[src/rtl/memory_access_pkg.sv]
// Shared types for the memory stage.
//   common : data-bus width, access size encoding, dbus request/response
//            payloads and an alignment helper.
//   pipes  : stage control fields and the execute/memory stage bundles.
package common;
    localparam int unsigned XLEN   = 64;
    localparam int unsigned STRB_W = XLEN / 8;

    typedef logic [XLEN-1:0] word_t;

    // Access size: 1, 2, 4 or 8 bytes
    typedef enum logic [1:0] {
        MSIZE1 = 2'd0,
        MSIZE2 = 2'd1,
        MSIZE4 = 2'd2,
        MSIZE8 = 2'd3
    } msize_t;

    typedef struct packed {
        logic              valid;
        word_t             addr;
        msize_t            size;
        logic [STRB_W-1:0] strobe;
        word_t             data;
    } dbus_req_t;

    typedef struct packed {
        logic  addr_ok;
        logic  data_ok;
        word_t data;
    } dbus_resp_t;

    // True when the low address bits are not a multiple of the access size
    function automatic logic misaligned(word_t addr, msize_t size);
        logic [2:0] mask;
        mask = 3'((4'd1 << size) - 4'd1);
        return (addr[2:0] & mask) != 3'd0;
    endfunction
endpackage

package pipes;
    import common::*;

    typedef struct packed {
        logic   MemRead;
        logic   MemWrite;
        msize_t MemSize;
        logic   MemUnsigned;
    } control_t;

    typedef struct packed {
        logic     valid;
        word_t    pc;
        control_t ctl;
        word_t    alu;
        word_t    rs2;
    } execute_data_t;

    typedef struct packed {
        logic     valid;
        word_t    pc;
        control_t ctl;
        word_t    alu;
        word_t    rdata;
        logic     exc_misalign;
    } memory_data_t;
endpackage

[src/rtl/memory_access_if.sv]
// Data-bus bundle between the memory stage (master) and memory (slave).
//   dreq  : request payload, driven by the master
//   dresp : response payload, driven by the slave
interface memory_access_if;
    import common::*;

    dbus_req_t  dreq;
    dbus_resp_t dresp;

    modport master (output dreq, input dresp);
    modport slave  (input dreq, output dresp);
endinterface

[src/rtl/memory_access_mem_format.sv]
// Combinational data formatting for the memory stage.
//   size, off     : access size and byte offset within the 8-byte word
//   store_data    : register value to store
//   load_raw      : raw 64-bit word returned by the bus
//   load_unsigned : zero-extend instead of sign-extend loaded data
//   strobe_c      : byte enables for a store
//   wdata_c       : store data aligned to its byte lane
//   rdata_c       : load data shifted down, truncated and extended
module mem_format
    import common::*;
(
    input  msize_t            size,
    input  logic [2:0]        off,
    input  word_t             store_data,
    input  word_t             load_raw,
    input  logic              load_unsigned,
    output logic [STRB_W-1:0] strobe_c,
    output word_t             wdata_c,
    output word_t             rdata_c
);
    logic [5:0] shamt;
    word_t      loaded;

    assign shamt   = {off, 3'b000};
    assign wdata_c = store_data << shamt;
    assign loaded  = load_raw >> shamt;

    // Per-size byte enables and load truncation/extension
    always_comb begin
        strobe_c = '0;
        rdata_c  = '0;
        case (size)
            MSIZE1: begin
                strobe_c = 8'h01 << off;
                rdata_c  = load_unsigned ? XLEN'(loaded[7:0])
                                         : {{56{loaded[7]}}, loaded[7:0]};
            end
            MSIZE2: begin
                strobe_c = 8'h03 << off;
                rdata_c  = load_unsigned ? XLEN'(loaded[15:0])
                                         : {{48{loaded[15]}}, loaded[15:0]};
            end
            MSIZE4: begin
                strobe_c = 8'h0F << off;
                rdata_c  = load_unsigned ? XLEN'(loaded[31:0])
                                         : {{32{loaded[31]}}, loaded[31:0]};
            end
            default: begin
                strobe_c = 8'hFF << off;
                rdata_c  = loaded;
            end
        endcase
    end
endmodule

[src/rtl/memory_access.sv]
// Pipeline memory stage: passes non-memory instructions through in one cycle
// and runs a data-bus request/response for loads and stores, stalling the
// front of the pipeline until data_ok.
//   clk    : clock, all state on rising edge
//   reset  : synchronous, active-low
//   dataE  : execute-stage bundle, held by upstream while stallM=1
//   dbus   : data bus (dreq registered out, dresp in)
//   dataM  : registered result bundle for writeback
//   stallM : combinational stall request to upstream
// Optional feature: define MEM_MISALIGN_CHECK_EN to trap misaligned accesses
// in place of issuing them on the bus.
module memory_access
    import common::*;
    import pipes::*;
(
    input  logic                   clk,
    input  logic                   reset,
    input  execute_data_t          dataE,
    memory_access_if.master        dbus,
    output memory_data_t           dataM,
    output logic                   stallM
);
    typedef enum logic {IDLE, BUSY} state_t;

    state_t            state;
    word_t             lat_pc;
    word_t             lat_alu;
    control_t          lat_ctl;
    logic              mem_op;
    logic              misalign;
    msize_t            fmt_size;
    logic [2:0]        fmt_off;
    logic [STRB_W-1:0] fmt_strobe;
    word_t             fmt_wdata;
    word_t             fmt_rdata;
    logic              unused_addr_ok;

    // Completion is data_ok only
    assign unused_addr_ok = dbus.dresp.addr_ok;

    assign mem_op = dataE.valid && (dataE.ctl.MemRead || dataE.ctl.MemWrite);

`ifdef MEM_MISALIGN_CHECK_EN
    assign misalign = misaligned(dataE.alu, dataE.ctl.MemSize);
`else
    assign misalign = 1'b0;
`endif

    // Store path formats the incoming op in IDLE; load path formats the latched op in BUSY
    assign fmt_size = (state == BUSY) ? lat_ctl.MemSize : dataE.ctl.MemSize;
    assign fmt_off  = (state == BUSY) ? lat_alu[2:0]    : dataE.alu[2:0];

    mem_format u_fmt (
        .size          (fmt_size),
        .off           (fmt_off),
        .store_data    (dataE.rs2),
        .load_raw      (dbus.dresp.data),
        .load_unsigned (lat_ctl.MemUnsigned),
        .strobe_c      (fmt_strobe),
        .wdata_c       (fmt_wdata),
        .rdata_c       (fmt_rdata)
    );

    // Stall while an op is being accepted or its response is outstanding
    always_comb begin
        stallM = 1'b0;
        case (state)
            IDLE:    stallM = mem_op && !misalign;
            BUSY:    stallM = !dbus.dresp.data_ok;
            default: stallM = 1'b0;
        endcase
    end

    // Stage FSM with registered bus request and result bundle
    always_ff @(posedge clk) begin
        if (!reset) begin
            state     <= IDLE;
            dbus.dreq <= '0;
            dataM     <= '0;
            lat_pc    <= '0;
            lat_alu   <= '0;
            lat_ctl   <= '0;
        end else begin
            case (state)
                IDLE: begin
                    if (mem_op && misalign) begin
                        dataM.valid        <= 1'b1;
                        dataM.pc           <= dataE.pc;
                        dataM.ctl          <= dataE.ctl;
                        dataM.alu          <= dataE.alu;
                        dataM.rdata        <= '0;
                        dataM.exc_misalign <= 1'b1;
                    end else if (mem_op) begin
                        dbus.dreq.valid  <= 1'b1;
                        dbus.dreq.addr   <= dataE.alu;
                        dbus.dreq.size   <= dataE.ctl.MemSize;
                        dbus.dreq.strobe <= dataE.ctl.MemWrite ? fmt_strobe : '0;
                        dbus.dreq.data   <= dataE.ctl.MemWrite ? fmt_wdata : '0;
                        lat_pc           <= dataE.pc;
                        lat_alu          <= dataE.alu;
                        lat_ctl          <= dataE.ctl;
                        dataM            <= '0;
                        state            <= BUSY;
                    end else begin
                        dataM.valid        <= dataE.valid;
                        dataM.pc           <= dataE.pc;
                        dataM.ctl          <= dataE.ctl;
                        dataM.alu          <= dataE.alu;
                        dataM.rdata        <= '0;
                        dataM.exc_misalign <= 1'b0;
                    end
                end
                BUSY: begin
                    if (dbus.dresp.data_ok) begin
                        dataM.valid        <= 1'b1;
                        dataM.pc           <= lat_pc;
                        dataM.ctl          <= lat_ctl;
                        dataM.alu          <= lat_alu;
                        dataM.rdata        <= lat_ctl.MemWrite ? '0 : fmt_rdata;
                        dataM.exc_misalign <= 1'b0;
                        dbus.dreq          <= '0;
                        state              <= IDLE;
                    end else begin
                        dataM.valid <= 1'b0;
                    end
                end
                default: state <= IDLE;
            endcase
        end
    end
endmodule

[src/flat_wrapper.sv]
// flat-port wrapper written by rule: the top's interface ports become plain ports
module memory_access_flat import common::*; import pipes::*;
  (clk, reset, dataE, dataM, stallM, dbus_dreq, dbus_dresp);
  memory_access_if dbus_i ();
  input  logic clk;
  input  logic reset;
  input  execute_data_t dataE;
  output memory_data_t dataM;
  output logic stallM;
  output wire logic [$bits(dbus_i.dreq)-1:0] dbus_dreq;
  input wire logic [$bits(dbus_i.dresp)-1:0] dbus_dresp;
  assign dbus_dreq = dbus_i.dreq;
  assign dbus_i.dresp = dbus_dresp;
  memory_access u_core (.clk(clk), .reset(reset), .dataE(dataE), .dbus(dbus_i), .dataM(dataM), .stallM(stallM));
endmodule
[config.mk]
export PLATFORM = sky130hd
export DESIGN_NAME = memory_access_flat
export DESIGN_NICKNAME = d
export VERILOG_FILES = /design/src/rtl/memory_access_pkg.sv /design/src/rtl/memory_access_if.sv /design/src/rtl/memory_access_mem_format.sv /design/src/rtl/memory_access.sv /design/src/flat_wrapper.sv
export SDC_FILE = /design/constraint.sdc
export NUM_CORES = 1
export LEC_CHECK = 0
export ABC_AREA = 1
export CORE_MARGIN = 10
export CORE_UTILIZATION = 44
export CTS_BUF_LIST = sky130_fd_sc_hd__clkbuf_8
export CTS_CLUSTER_DIAMETER = 200
export DETAILED_ROUTE_END_ITERATION = 10
export PLACE_DENSITY_LB_ADDON = 0.12
export SLEW_MARGIN = 20
export SYNTH_ARGS = -nofsm -noshare
export SYNTH_HDL_FRONTEND = slang
export SYNTH_SLANG_ARGS = --single-unit
[constraint.sdc]
create_clock -name clk -period 1.8 [get_ports clk]
set_clock_uncertainty 0.15 [all_clocks]
set_input_delay 0.18 -clock clk [delete_from_list [all_inputs] [get_ports clk]]
set_output_delay 0.18 -clock clk [all_outputs]
set_load 0.02 [all_outputs]
==> impl_results.md <==
* Status: finished with violations
* Violated checks: setup timing
* Combinational power share at 25.1%
* Worst-path clk slew at 0.06 ns
* First-pass GRT wire length at 145 mm
* Final worst-path setup slack at -0.437 ns
* Number of fill cells at 3,587
* Minimum clock period at ~2.2 ns
* DR iter-0 viols at about 2.6k
* RSZ-0062 raised after global routing: true
* Average instance area after synthesis at 7.02 sq um
* Post-synthesis net count at around 3.2k
* R2R Setup Slk at -0.44 ns
* Hold Crit Class: input pin to register
* Maximum clock frequency at 0.447 GHz
* Total track usage at 32.5%
* Sw Share at a little under a third
* Worst Hold Launch: dataE[138]
* Initial core utilization at 44.3%
* Number of hold violations in the final report at 0
* Arrival time of the worst setup path at approximately 2.6 ns
* CTS Buf Count at 79
* Cell Area, Synth at a little over 20,000 sq um
* Post-synthesis sequential area ratio at a little under half
* #FFs+latches synth at between 400 and 500
* Crit end category: register
* Leak Pwr at 17.5 nW
* Setup TNS at -38.30 ns
* R2R Path End: u_core.dataM[54]
* Pre-CTS WS at -0.641 ns
* CP Launch Type: register
* Synth warnings at 0
* Max-slew violations at 0
* Seq. cell area at ~9400 sq um
* Synth top cells by count: nand2_1, dfxtp_1, a21oi_1
* Grt ovf at 0
* Area leader, netlist: dfxtp_1
* Area growth, synth to finish at 64.5%
* Largest net degree at the start of global routing at 69
* Ys flop type: dfxtp_1
* Routed WL at 101 mm
* Count leader, synth: nand2_1
* Via density at 5.61
* Peak supply drop at 669 uV
* Tcrit/Tclk final at 124%
* I/O pins at approximately 610
* Max capacitance violation total at 0
* Syn Inst Count at 2,933
* Layout net count at 4,060
* Post-DP Area at just under 30,000 sq um
* Flop pwr share at 40.7%
* Sw power at 8.73 mW
* Core Area at 46,500 sq um
* Post-synth EDFFs at 0
* Die area at 55,900 sq um
* Clock sinks at 471
* Finished Core Util at 72.9%
* P_int at ~19 mW
* Hold path depth at 3
* CTS root buf: clkbuf_8
* H-tree depth at 3
* Top cells by area, synth: dfxtp_1, nand2_1, a21oi_1
* Clock share of power at 34.3%
* Clock Path Buffers at 3
* Antenna violations before repair at 14
* Setup Crit Path Kind: register to register
* Worst Reg-to-Reg Cells at 12
* Async S/R FF share, synth at 0%
* Die Y at 236 um
* Area of the multi-input gates at 10,300 sq um
* Synth cell types at 38
* Wire length per cell at 22.7 um
* DP HPWL at 68.6 mm
* Worst endpoint required time at 2.17 ns
* Antenna-violating nets left at 0
* PortBufs at around 600
* WHS Endpoint: u_core.lat_pc[5]
* CTS tree: done
* Die Width at 236 um
* Yosys top cell area share at between 40% and 50%
* # DRC at 0
* Vias at between 20k and 30k
* Clk Latency, worst-skew pair at 0.67 ns
* Post-Layout Inst Area at 33,900 sq um
* Worst r2r src: u_core.state
* Vias in the first global route at between 20k and 25k
* CP max FO at 7
* Final Total Pwr at approximately 28 mW
* Gpl congestion at 0.957
* Drt pass-1 iters at 6
* Power per Cell Area at 822 nW/um^2
* Final setup vio count at 139
* Layout cells sized above 1 at 15.9%
* Site row count at 79
-- cell type report --
type	count	area share, %
inverter	95	1.17
sequential	471	27.9
antenna	13	0.0961
timing repair buffer	1023	33.6
tap	607	2.24
clock inverter	32	0.502
multi-input combinational	2124	30.5
clock buffer	100	4.06
-- power by group through the flow --
stage	logic, mW	registers, mW	clock network [mW]
6_report	6.97	11.3	9.53
5_1_grt	7.38	11.4	10.1
4_1_cts	6.33	11.3	9.62
3_5_place_dp	5.99	11.5	0
3_3_place_gp	5.96	11.5	0
2_1_floorplan	2.45	11.9	0
-- critical path, cell delays in order, from the launching register on --
cell and delay, ns:
dfxtp_4 0.41, buf_6 0.13, nor2_4 0.05, nor2_4 0.25, nand3_1 0.12, nand2_1 0.11
nand2_2 0.09, nand3_4 0.08, buf_6 0.11, nand4_4 0.20, clkbuf_16 0.25, nand2_2 0.06
a21oi_2 0.04
-- worst max-delay path by stage --
stage,to,startpoint,depth (start not counted)
after floorplan,u_core.dataM[24],u_core.state,15
after global placement,u_core.dbus.dreq[45],dataE[64],10
after detailed placement,u_core.dbus.dreq[45],dataE[64],10
after CTS,u_core.dataM[27],u_core.state,12
after global routing,u_core.dataM[54],u_core.state,13
final,u_core.dataM[54],u_core.state,12
-- sequential cells by signal, summed over array words and instances (netlist names) --
name / flops
u_core.dataM: 198
u_core.lat_alu: 64
u_core.state: 1
u_core.dbus.dreq: 139
u_core.lat_pc: 64
u_core.lat_ctl: 5
-- per-stage QoR --
step                      hold slack [ns]  std cells
after floorplan                     0.173       2933
after global placement              0.297       4131
after detailed placement            0.302       4131
after CTS                        0.000407       4398
after global routing               0.0283       4463
final                              0.0398       4465
-- logic make-up after synthesis --
group,count (synthesis),synth area share [%]
and+or+nand+nor,1407,27.8
AOI/OAI and AO/OA,711,19.2
muxes,4,0.194
other,1,0.0182
DFF,471,45.8
buffers and inverters,339,6.94
-- layer usage --
layer,global-route usage [%],part of all wire (%),vias to the layer above
met2,52.8,47,1463
met4,16.9,5.3,6
met3,7.96,10,284
li1,-,-,11500
met1,39.0,37,11800
met5,0,0.044,-
-- timing repair --
item	4_1_cts	5_1_grt
pin swaps	4	30
endpoints found under the setup margin	793	555
hold endpoints to repair	305	0
resized for setup	179	480
buffers inserted	12	33
hold buffers	122	0
gates cloned	2	21
-- cell usage in the layout, fill, tap and decap left out, drive strengths merged, types with 2 or more instances in the layout --
master / netlist / layout
or2: 24 / 24
a21oi: 343 / 343
dlymetal6s2s: 0 / 257
o31ai: 5 / 5
a31oi: 118 / 118
nand3: 223 / 223
inv: 91 / 108
or3: 7 / 7
dlygate4sd2: 0 / 26
o211ai: 49 / 49
o21a: 14 / 14
nor3: 21 / 21
dlygate4sd3: 0 / 122
nand4: 2 / 2
clkdlybuf4s15: 0 / 44
nand2: 1079 / 1080
o21ai: 150 / 150
o221ai: 7 / 7
o22ai: 22 / 22
clkinvlp: 0 / 3
nor2: 51 / 51
buf: 77 / 285
o21bai: 2 / 2
mux2i: 4 / 4
clkbuf: 167 / 125
diode: 0 / 13
clkdlybuf4s50: 0 / 263
clkinv: 4 / 16
dfxtp: 471 / 471
Note: power is estimated with default switching activity, not from simulation.
